--- src/rtl/mips_pkg.sv ---
// mips_pkg: shared opcode/funct constants
// and ALU operation encoding.
package mips_pkg;

  localparam logic [5:0] OP_RTYPE = 6'b000000;
  localparam logic [5:0] OP_LW    = 6'b100011;
  localparam logic [5:0] OP_SW    = 6'b101011;
  localparam logic [5:0] OP_BEQ   = 6'b000100;

  localparam logic [5:0] FN_ADD = 6'b100000;
  localparam logic [5:0] FN_SUB = 6'b100010;
  localparam logic [5:0] FN_AND = 6'b100100;
  localparam logic [5:0] FN_OR  = 6'b100101;

  localparam logic [31:0] PC_STEP = 32'd4;

  typedef enum logic [2:0] {
    ALU_ADD,
    ALU_SUB,
    ALU_AND,
    ALU_OR,
    ALU_NOP
  } alu_op_t;

endpackage

--- src/rtl/alu_core.sv ---
// alu_core: opcode/funct decode and
// integer datapath, fully combinational.
module alu_core
  import mips_pkg::*;
(
  input  logic [5:0]  opcode,
  input  logic [5:0]  funct,
  input  logic [31:0] in1,
  input  logic [31:0] in2,
  output logic [31:0] result,
  output logic        zero,
  output logic        rw
);

  alu_op_t alu_op;
  logic    is_r;

  assign is_r = (opcode == OP_RTYPE);

  // Decode instruction into ALU op and write enable
  always_comb begin
    alu_op = ALU_NOP;
    rw     = 1'b0;
    unique case (1'b1)
      is_r && (funct == FN_ADD): begin
        alu_op = ALU_ADD;
        rw     = 1'b1;
      end
      is_r && (funct == FN_SUB): begin
        alu_op = ALU_SUB;
        rw     = 1'b1;
      end
      is_r && (funct == FN_AND): begin
        alu_op = ALU_AND;
        rw     = 1'b1;
      end
      is_r && (funct == FN_OR): begin
        alu_op = ALU_OR;
        rw     = 1'b1;
      end
      opcode == OP_LW: begin
        alu_op = ALU_ADD;
        rw     = 1'b1;
      end
      opcode == OP_SW: begin
        alu_op = ALU_ADD;
      end
      opcode == OP_BEQ: begin
        alu_op = ALU_SUB;
      end
      default: begin
        alu_op = ALU_NOP;
      end
    endcase
  end

  // Datapath: arithmetic wraps modulo 2^32
  always_comb begin
    result = 32'h0;
    unique case (alu_op)
      ALU_ADD: result = in1 + in2;
      ALU_SUB: result = in1 - in2;
      ALU_AND: result = in1 & in2;
      ALU_OR:  result = in1 | in2;
      default: result = 32'h0;
    endcase
  end

  assign zero = (result == 32'h0);

endmodule

--- src/rtl/exec_pc_unit.sv ---
// exec_pc_unit: ALU plus PC register and
// next-PC adder with beq target select.
module exec_pc_unit
  import mips_pkg::*;
#(
  parameter logic [31:0] RESET_PC = 32'h0000_0000
) (
  input  logic        clk,
  input  logic        rst_n,
  input  logic        pc_en,
  input  logic [5:0]  opcode,
  input  logic [5:0]  funct,
  input  logic [31:0] in1,
  input  logic [31:0] in2,
  input  logic [31:0] ext_imm,
  output logic [31:0] result,
  output logic        zero,
  output logic        rw,
  output logic [31:0] pc,
  output logic [31:0] newpc
);

  logic        alu_rw;
  logic        take;
  logic [31:0] br_off;
  logic [31:0] pc_d;
  logic [31:0] pc_q;

  alu_core u_alu (
    .opcode (opcode),
    .funct  (funct),
    .in1    (in1),
    .in2    (in2),
    .result (result),
    .zero   (zero),
    .rw     (alu_rw)
  );

  // Register writes are suppressed in reset
  assign rw = alu_rw & rst_n;

  // Next PC: sequential or word-offset beq target
  always_comb begin
    take   = (opcode == OP_BEQ) && zero;
    br_off = take ? (ext_imm << 2) : 32'h0;
    newpc  = pc_q + PC_STEP + br_off;
  end

  // PC update priority: reset, enable, hold
  always_comb begin
    pc_d = pc_q;
    if (!rst_n)
      pc_d = RESET_PC;
    else if (pc_en)
      pc_d = newpc;
  end

  // PC register, synchronous reset via pc_d
  always_ff @(posedge clk) begin
    pc_q <= pc_d;
  end

  assign pc = pc_q;

endmodule

--- config.mk ---
export PLATFORM = sky130hd
export DESIGN_NAME = exec_pc_unit
export DESIGN_NICKNAME = d
export VERILOG_FILES = /design/src/rtl/mips_pkg.sv /design/src/rtl/alu_core.sv /design/src/rtl/exec_pc_unit.sv
export SDC_FILE = /design/constraint.sdc
export NUM_CORES = 1
export LEC_CHECK = 0
export ABC_AREA = 1
export BUFFER_PORTS_ARGS = -buffer_cell sky130_fd_sc_hd__buf_2
export CAP_MARGIN = 0
export CORE_UTILIZATION = 40
export DETAILED_ROUTE_END_ITERATION = 16
export SLEW_MARGIN = 15
export SYNTH_ARGS = -nofsm -noshare
export SYNTH_HDL_FRONTEND = slang
export SYNTH_HIERARCHICAL = 1
export SYNTH_SLANG_ARGS = --single-unit
--- constraint.sdc ---
create_clock -name clk -period 7.98 [get_ports clk]
set_input_delay 1.197 -clock clk [delete_from_list [all_inputs] [get_ports clk]]
set_output_delay 1.197 -clock clk [all_outputs]
set_load 0.03 [all_outputs]
==> qor.yml, run 1 <==
status:
  status: "finished with violations"
  violations: "setup timing"
logic_synthesis:
  synth_area_um2: 8530
  synth_top_family_by_area: "simple AND/OR/NAND/NOR gates"
  synth_edf_count: 0
  yosys_register_bits: 30
  yosysWarnings: 6
  synth-main-ff-cell: "dfxtp_1"
  ys_seq_area_frac: 0.0704
  yosysMostFrequentCell: "nand2_1"
  synth_common_cells: "nand2_1, inv_1, nor2_1, nand3_1, ha_1"
  avgSynthCellArea_um2: 5.04
  synth_compound_gate_area_share: 0.0764
  synth_simple_gate_area_frac: 0.486
  synth_area_leaders: "nand2_1, inv_1, ha_1"
  post_synth_inst_count: 1691
  synthDistinctLibCells: 48
  synthXorXnorAreaFrac: 0.0503
  yosysTopAreaCellShare: 0.269
  synthAdderAreaFrac: 0.139
  synth_area_leader_cell: "nand2_1"
  synth-async-reset-ratio: 0
  synth_mux_area_frac: 0
floorplanning:
  die_area_um2: 21900
  io_pins: 209
  std_cell_rows: 53
  core-area_um2: 21000
  die_width_um: 148
  start_util: 0.407
  die_height_um: 148
detailed_routing:
  final_antenna_net_count: 0
  drc: 0
  drtPass1Iterations: 8
  finalWirelength_mm: 38.6
  wl_per_cell_um: 15.6
  drt_iter0_markers: 820
  vias: 12342
  avgViaCountPerCell: 5.00
global_route:
  antenna_found_initial: 4
  grt.overflow.total: 0
  grt_max_degree: 46
  grt_pass1_wl_mm: 55.4
  grt_pass1_vias: 11180
  track_usage: 0.319
timing:
  fin_crit_sh: 1.03
  fmax_mhz: 122
  rsz0062_at_grt: "true"
  period_minus_slack_ps: 8200
  worst_slack_ps: -218
  timing_hold_violations_final: 0
  slew_headroom: 0.343
  finalSetupViolCount: 26
  tightest_slew_ps: 980
  worst_hold_slack_ps: 534
  maxSlewViolCount: 0
  skew_ps: 7.56
clock_tree:
  htree_num_levels: 2
  clk_path_buf_depth: 2
  clock_sinks: 30
  cts_tree: "done"
  root_buffer: "clkbuf_16"
  clk_latency_ps: 300
  cts_buffers: 5
  clk_pin_slew_ps: 60
setup_path:
  startpoint_type: "primary input"
  path_max_fanout: 5
  crit_path_max_incr_delay_ps: 350
  worstPathRequired_ps: 6780
  arrival_ps: 7000
  cp_slowest_cell: "ha_1"
  endpoint_kind: "output port"
  crit_type: "primary input to output port"
pwr:
  clkPwrFrac: 0.216
  leakage_nw: 8.67
  switching_share: 0.450
  powerDensity_nw_per_um2: 75.1
  ir_worst_vdd_uv: 65.2
  power_frac_comb: 0.625
  p_seq_frac: 0.159
  internal_power_mw: 0.596
  power.switching_mw: 0.488
  power_mw: 1.08
hold_path:
  hold_path_class: "register to register"
place:
  gp_congestion: 0.950
  port_buffers: 202
  hpwl_mm: 27.2
final_layout:
  syn2layout_area_growth_pct: 69.3
  nets: 2393
  drive_above_1_share: 0.404
  largest_register_ffs: 30
job:
  drv_cap: 0
[layer usage]
metal,share of wire,global-route usage
met5,0.00034,0
met4,0.043,0.0959
met3,0.080,0.0454
met2,0.44,0.514
met1,0.43,0.437
[final cells by class]
cell class              instances  area [um^2]
flip-flops and latches         30          601
fillers                      1829         6510
diodes                          3         7.51
clock inverters                 3         40.0
repair buffers                510         3600
well taps                     275          344
inverters                     366         1390
clock buffers                   5          125
multi-input cells            1276         8340
[timing repair]
action / in CTS / in global routing
pin swaps: 85 / 106
hold buffers: 0 / 0
resized for setup: 298 / 197
cloned: 1 / 1
setup endpoints to repair: 28 / 30
setup buffers: 51 / 20
[worst max-delay path: cells and delay by family]
kind | cells | cell delay, ps
adders and majority gates | 4 | 980
and+or+nand+nor | 23 | 2570
xor gates and xnor gates | 2 | 350
buffers and inverters | 13 | 1520
AOI/OAI and AO/OA | 3 | 360
[power groups by stage]
stage | combinational [mW] | sequential (mW) | clock, mW
after detailed placement | 0.553 | 0.172 | 0
after floorplan | 0.298 | 0.190 | 0
after global placement | 0.548 | 0.172 | 0
final | 0.678 | 0.173 | 0.234
after CTS | 0.627 | 0.170 | 0.230
after global routing | 0.738 | 0.173 | 0.238
[final timing paths]
kind | start | end | slack [ps] | depth (start not counted)
min reg2reg | pc[2]$_SDFFE_PN0P_ | pc[2]$_SDFFE_PN0P_ | 530 | 2
max | in2[0] | newpc[14] | -220 | 45
max reg2reg | pc[16]$_SDFFE_PN0P_ | pc[27]$_SDFFE_PN0P_ | 4420 | 26
min | pc[2]$_SDFFE_PN0P_ | pc[2]$_SDFFE_PN0P_ | 530 | 2
[metrics by stage]
step           worst slack [ps]  setup TNS [ps]   util  area (um^2)  instances
4_1_cts                    -112            -895  0.640        13400       2444
3_3_place_gp               -677          -14960  0.552        11600       2384
3_5_place_dp               -685          -14870  0.552        11600       2384
5_1_grt                    -623          -13070  0.689        14400       2468
2_1_floorplan              23.3               0      -         8560       1694
6_report                   -218           -3200  0.689        14400       2468
[cell usage in the layout, fill, tap and decap left out, types with 5 or more instances in the layout]
| cell type | instances |
|---|---|
| nand2_1 | 482 |
| inv_1 | 343 |
| buf_4 | 293 |
| buf_2 | 177 |
| nor2_1 | 155 |
| nand2_2 | 106 |
| nand3_1 | 77 |
| o21ai_0 | 49 |
| ha_4 | 49 |
| nor2_4 | 41 |
| ha_1 | 39 |
| xor2_1 | 37 |
| buf_6 | 34 |
| nor2_2 | 33 |
| dfxtp_1 | 30 |
| nand2_4 | 28 |
| nand3_2 | 25 |
| a21oi_1 | 23 |
| a21oi_2 | 19 |
| inv_2 | 18 |
| nand4_1 | 15 |
| o21ai_1 | 10 |
| nor3_1 | 9 |
| nand3_4 | 7 |
| nand3b_1 | 6 |
| clkbuf_16 | 6 |
| a21oi_4 | 5 |
[cells by family after synthesis]
family | count (synthesis)
xor gates and xnor gates | 49
buffers and inverters | 388
and+or+nand+nor | 1006
other | 1
DFF | 30
AOI/OAI and AO/OA | 123
adders and majority gates | 94
Note: power is estimated with default switching activity, not from simulation.
==> inputs of run 2 (changes only) <==
--- a/config.mk
+++ b/config.mk
@@ -8,8 +8,11 @@
 export ABC_AREA = 1
 export BUFFER_PORTS_ARGS = -buffer_cell sky130_fd_sc_hd__buf_2
 export CAP_MARGIN = 0
-export CORE_UTILIZATION = 40
+export CELL_PAD_IN_SITES_DETAIL_PLACEMENT = 1
+export CELL_PAD_IN_SITES_GLOBAL_PLACEMENT = 2
+export CORE_UTILIZATION = 26
 export DETAILED_ROUTE_END_ITERATION = 16
+export PLACE_DENSITY_LB_ADDON = 0.1
 export SLEW_MARGIN = 15
 export SYNTH_ARGS = -nofsm -noshare
 export SYNTH_HDL_FRONTEND = slang
==> qor.yml, run 2 (synthesis gave the netlist of run 1 again) <==
setup_path:
  arrival_ps: 7000
  path_max_fanout: 6
  endpoint_kind: "output port"
  crit_type: "primary input to output port"
  worstPathRequired_ps: 6780
  cp_common_cell: "nand2_2"
  path_buf_inv: 8
  startpoint_type: "primary input"
  cp_top_family: "simple AND/OR/NAND/NOR gates"
  cp_num_cells: 45
  cp_slowest_cell: "fa_2"
  crit_path_max_incr_delay_ps: 440
  r2r.worst_path.cells: 14
final_layout:
  fill_cells: 4395
  stdcell_count: 2627
  nets: 2391
  syn2layout_area_growth_pct: 76.0
  final_cell_mix: "nand2_1, inv_1, buf_4, buf_2, nor2_1"
  largest_register_ffs: 30
  layout_commonest_cell: "nand2_1"
  drive_above_1_share: 0.427
pwr:
  p_seq_frac: 0.154
  clkPwrFrac: 0.194
  power.switching_mw: 0.527
  power_frac_comb: 0.652
  internal_power_mw: 0.590
  leakage_nw: 8.75
  ir_worst_vdd_uv: 66.9
  powerDensity_nw_per_um2: 74.4
  switching_share: 0.472
floorplanning:
  die_height_um: 183
  core-area_um2: 31900
  std_cell_rows: 65
  die_area_um2: 33500
  start_util: 0.268
  die_width_um: 183
  io_pins: 209
detailed_routing:
  final_antenna_net_count: 0
  drtPass1Iterations: 5
  avgViaCountPerCell: 4.56
  vias: 11972
  drc: 0
  finalWirelength_mm: 43.6
  wl_per_cell_um: 16.6
  drt_iter0_markers: 510
timing:
  worst_slack_ps: -218
  period_minus_slack_ps: 8200
  final.setup.tns_ps: -3620
  fin_crit_sh: 1.03
  slew_headroom: 0.312
  finalSetupViolCount: 26
  worst_hold_slack_ps: 555
  fmax_mhz: 122
  tightest_slew_ps: 1030
  rsz0062_at_grt: "true"
  maxSlewViolCount: 0
  timing_hold_violations_final: 0
  skew_ps: 14.0
clock_tree:
  clk_latency_ps: 300
  htree_num_levels: 2
  cts_buffers: 5
  clock_sinks: 30
  cts_tree: "done"
  clk_pin_slew_ps: 70
  root_buffer: "clkbuf_16"
  clk_path_buf_depth: 2
global_route:
  top_usage_layer: "met2"
  grt_pass1_wl_mm: 66.0
  grt.overflow.total: 0
  grt_pass1_vias: 12347
  track_usage: 0.251
  antenna_found_initial: 6
  grt_max_degree: 46
  use_met1: 0.352
  grt_use_met3: 0.0365
  grt_use_met2: 0.412
place:
  port_buffers: 202
  dp_slack_ps: -939
  dpl.cell_count: 2547
  hpwl_mm: 33.9
  gp_congestion: 0.897
status:
  status: "finished with violations"
  violations: "setup timing"
job:
  drv_cap: 0
hold_path:
  hold_path_class: "register to register"
  holdPathStages: 2
## run 2: cell count changes in the layout (fill, tap and decap cells not counted), moves of 4 or more
| cell | previous run | this run |
|---|---|---|
| xor2_1 | 37 | 31 |
| nor2_1 | 155 | 138 |
| inv_2 | 18 | 22 |
| nand2_4 | 28 | 43 |
| nor2_2 | 33 | 45 |
| nand2_1 | 482 | 463 |
| buf_2 | 177 | 172 |
| inv_1 | 343 | 337 |
| buf_6 | 34 | 54 |
| nor2_4 | 41 | 46 |
| buf_4 | 293 | 276 |
## run 2: path summary, 6_finish.rpt
| check | from | end | slack, ps |
|---|---|---|---|
| worst max-delay path | in2[0] | newpc[31] | -220 |
| worst min-delay path | pc[2]$_SDFFE_PN0P_ | pc[2]$_SDFFE_PN0P_ | 560 |
| worst max register to register | pc[3]$_SDFFE_PN0P_ | pc[19]$_SDFFE_PN0P_ | 5550 |
| worst min register to register | pc[2]$_SDFFE_PN0P_ | pc[2]$_SDFFE_PN0P_ | 560 |
## run 2: layout make-up
class	instances	area [um^2]	area share
repair buffers	507	3630	0.242
well taps	435	544	0.0362
multi-input cells	1276	8670	0.578
clock inverters	1	5.00	0.000333
diodes	4	10.0	0.000667
flip-flops and latches	30	601	0.0400
clock buffers	7	143	0.00950
inverters	366	1400	0.0932
repair inverters	1	11.3	0.000750
## run 2: worst min-delay path, stage by stage (launching register included)
cell and delay [ps]:
dfxtp_1 330, o21ai_0 140, a21oi_1 40
## run 2: metrics by stage
step	total power, mW	util	instance area, um^2
global placement	0.739	0.370	11800
CTS	1.06	0.439	14000
detailed placement	0.750	0.370	11800
floorplan	0.488	-	8560
global route	1.20	0.471	15000
finish	1.12	0.471	15000
## run 2: power by group through the flow
stage	clock (mW)	combinational [mW]	sequential, mW
6_report	0.217	0.728	0.172
5_1_grt	0.229	0.794	0.173
4_1_cts	0.218	0.672	0.170
3_5_place_dp	0	0.577	0.173
3_3_place_gp	0	0.567	0.172
2_1_floorplan	0	0.298	0.190
## run 2: what timing repair did
action                                  in CTS  in global routing
gates cloned                                 1                  0
endpoints found under the setup margin      28                 29
buffers inserted                            49                 23
gates resized for setup                    400                218
pin swaps                                  107                 93
hold buffers                                 0                  0
## run 2: metal layers
layer | up-vias | part of all wire
met2 | 241 | 0.46
met5 | - | 0.00062
met3 | 40 | 0.038
li1 | 6107 | -
met4 | 4 | 0.015
met1 | 5580 | 0.49
==> inputs of run 3 (changes only) <==
--- a/config.mk
+++ b/config.mk
@@ -10,8 +10,10 @@
 export CAP_MARGIN = 0
 export CELL_PAD_IN_SITES_DETAIL_PLACEMENT = 1
 export CELL_PAD_IN_SITES_GLOBAL_PLACEMENT = 2
+export CORE_MARGIN = 3
 export CORE_UTILIZATION = 26
 export DETAILED_ROUTE_END_ITERATION = 16
+export GPL_TIMING_DRIVEN = 0
 export PLACE_DENSITY_LB_ADDON = 0.1
 export SLEW_MARGIN = 15
 export SYNTH_ARGS = -nofsm -noshare
==> qor.yml, run 3 (synthesis gave the netlist of run 1 again) <==
status:
  status: "finished with violations"
  violations: "setup timing"
setup_path:
  path_max_fanout: 10
  arrival_ps: 7180
  crit_type: "primary input to output port"
  worstPathRequired_ps: 6780
  r2r_start: "pc[2]$_SDFFE_PN0P_"
  crit_path_max_incr_delay_ps: 410
  reg2reg_to: "pc[16]$_SDFFE_PN0P_"
  cp_slowest_cell: "ha_2"
  endpoint_kind: "output port"
  rrSetupSlack_ps: 5230
  r2r.worst_path.cells: 22
  cp_common_cell: "nand2_1"
  startpoint_type: "primary input"
timing:
  worst_slack_ps: -394
  period_minus_slack_ps: 8370
  slew_headroom: 0.417
  fin_crit_sh: 1.05
  skew_ps: 6.68
  finalSetupViolCount: 25
  tightest_slew_ps: 874
  rsz0062_at_grt: "true"
  maxSlewViolCount: 0
  fmax_mhz: 119
  timing_hold_violations_final: 0
final_layout:
  layout_commonest_cell: "nand2_1"
  largest_register_ffs: 30
  syn2layout_area_growth_pct: 56.6
  drive_above_1_share: 0.334
  final_cell_mix: "nand2_1, inv_1, buf_2, nor2_1, buf_4"
  fill_cells: 4378
  nets: 2200
  post-route-util: 0.418
  fin_area_um2: 13400
hold_path:
  holdCritStartpoint: "pc[2]$_SDFFE_PN0P_"
  hold_path_class: "register to register"
  holdPathStages: 2
  hold_path_end: "pc[2]$_SDFFE_PN0P_"
job:
  drv_cap: 0
detailed_routing:
  drtPass1Iterations: 4
  avgViaCountPerCell: 4.64
  vias: 11288
  finalWirelength_mm: 43.3
  drc: 0
  final_antenna_net_count: 0
  drt_iter0_markers: 499
  wl_per_cell_um: 17.8
global_route:
  grt_max_degree: 11
  grt_pass1_vias: 11622
  antenna_found_initial: 3
  grt.overflow.total: 0
  track_usage: 0.236
  grt_pass1_wl_mm: 65.4
place:
  port_buffers: 201
  hpwl_mm: 34.0
  gp_congestion: 0.878
  dp_slack_ps: -2290
  placedInstanceArea_um2: 10100
clock_tree:
  clock_sinks: 30
  root_buffer: "clkbuf_16"
  clk_pin_slew_ps: 60
  clk_latency_ps: 310
  cts_buffers: 5
  clk_path_buf_depth: 2
  htree_num_levels: 2
  cts_tree: "done"
floorplanning:
  die_height_um: 187
  die_width_um: 187
  io_pins: 209
  start_util: 0.267
  core-area_um2: 32000
  die_area_um2: 35000
  std_cell_rows: 65
pwr:
  ir_worst_vdd_uv: 67.4
  power_mw: 1.00
  leakage_nw: 7.87
  powerDensity_nw_per_um2: 74.8
-- run 3: changes by cell type in the layout (fill, tap and decap cells not counted), moves of 5 or more --
cell / change
buf_4: -196
nand2_1: +44
nand2_2: -40
nor2_1: +13
a21oi_1: +11
buf_6: -10
nor2_2: -9
a21oi_2: -8
nand2_4: -6
clkbuf_1: +5
-- run 3: worst max-delay path by stage --
stage,to,cells past startpoint,start
2_1_floorplan,newpc[31],36,opcode[5]
3_3_place_gp,newpc[31],41,in2[0]
3_5_place_dp,newpc[27],38,opcode[5]
4_1_cts,newpc[31],46,in2[1]
5_1_grt,newpc[27],45,in2[0]
6_report,newpc[27],43,funct[4]
-- run 3: critical path: cells and delay by family --
kind / cells / cell delay (ps)
AOI/OAI and AO/OA: 1 / 180
xor gates and xnor gates: 1 / 130
adders and majority gates: 4 / 1190
buffers and inverters: 8 / 950
and+or+nand+nor: 29 / 3480
-- run 3: per-layer routing --
| layer | track usage | vias up | routed length [um] |
|---|---|---|---|
| met5 | 0 | - | 47 |
| met4 | 0.0256 | 6 | 486 |
| met3 | 0.0380 | 37 | 1810 |
| met2 | 0.380 | 234 | 19000 |
| met1 | 0.341 | 5292 | 21900 |
| li1 | - | 5719 | - |
-- run 3: report_power, final --
part,total (mW),internal [mW],switching [mW]
clock,0.213,0.124,0.0888
sequential,0.173,0.160,0.0127
combinational,0.614,0.227,0.387
total,1.00,0.511,0.489
-- run 3: repair_timing --
item,CTS,global route
hold buffers,0,0
pin swaps,101,92
cloned,2,0
endpoints found under the setup margin,57,30
setup buffers,80,12
gates resized for setup,405,151
-- run 3: per-stage QoR --
stage	cells	hold slack (ps)	TNS, ps
floorplan	1694	656	0
global placement	2330	546	-77470
detailed placement	2330	574	-79360
CTS	2420	588	-6330
global route	2432	615	-16840
finish	2433	594	-6700
-- run 3: area by class of cell --
| type | count | area (um^2) | share of cell area |
|---|---|---|---|
| timing repair inverter | 1 | 11.3 | 0.000843 |
| timing repair buffer | 294 | 2010 | 0.151 |
| clock buffer | 7 | 143 | 0.0107 |
| multi-input combinational | 1276 | 8460 | 0.633 |
| buffer | 22 | 180 | 0.0135 |
| clock inverter | 1 | 5.00 | 0.000375 |
| inverter | 366 | 1410 | 0.105 |
| sequential | 30 | 601 | 0.0449 |
| tap | 435 | 544 | 0.0407 |
| antenna | 1 | 2.50 | 0.000187 |
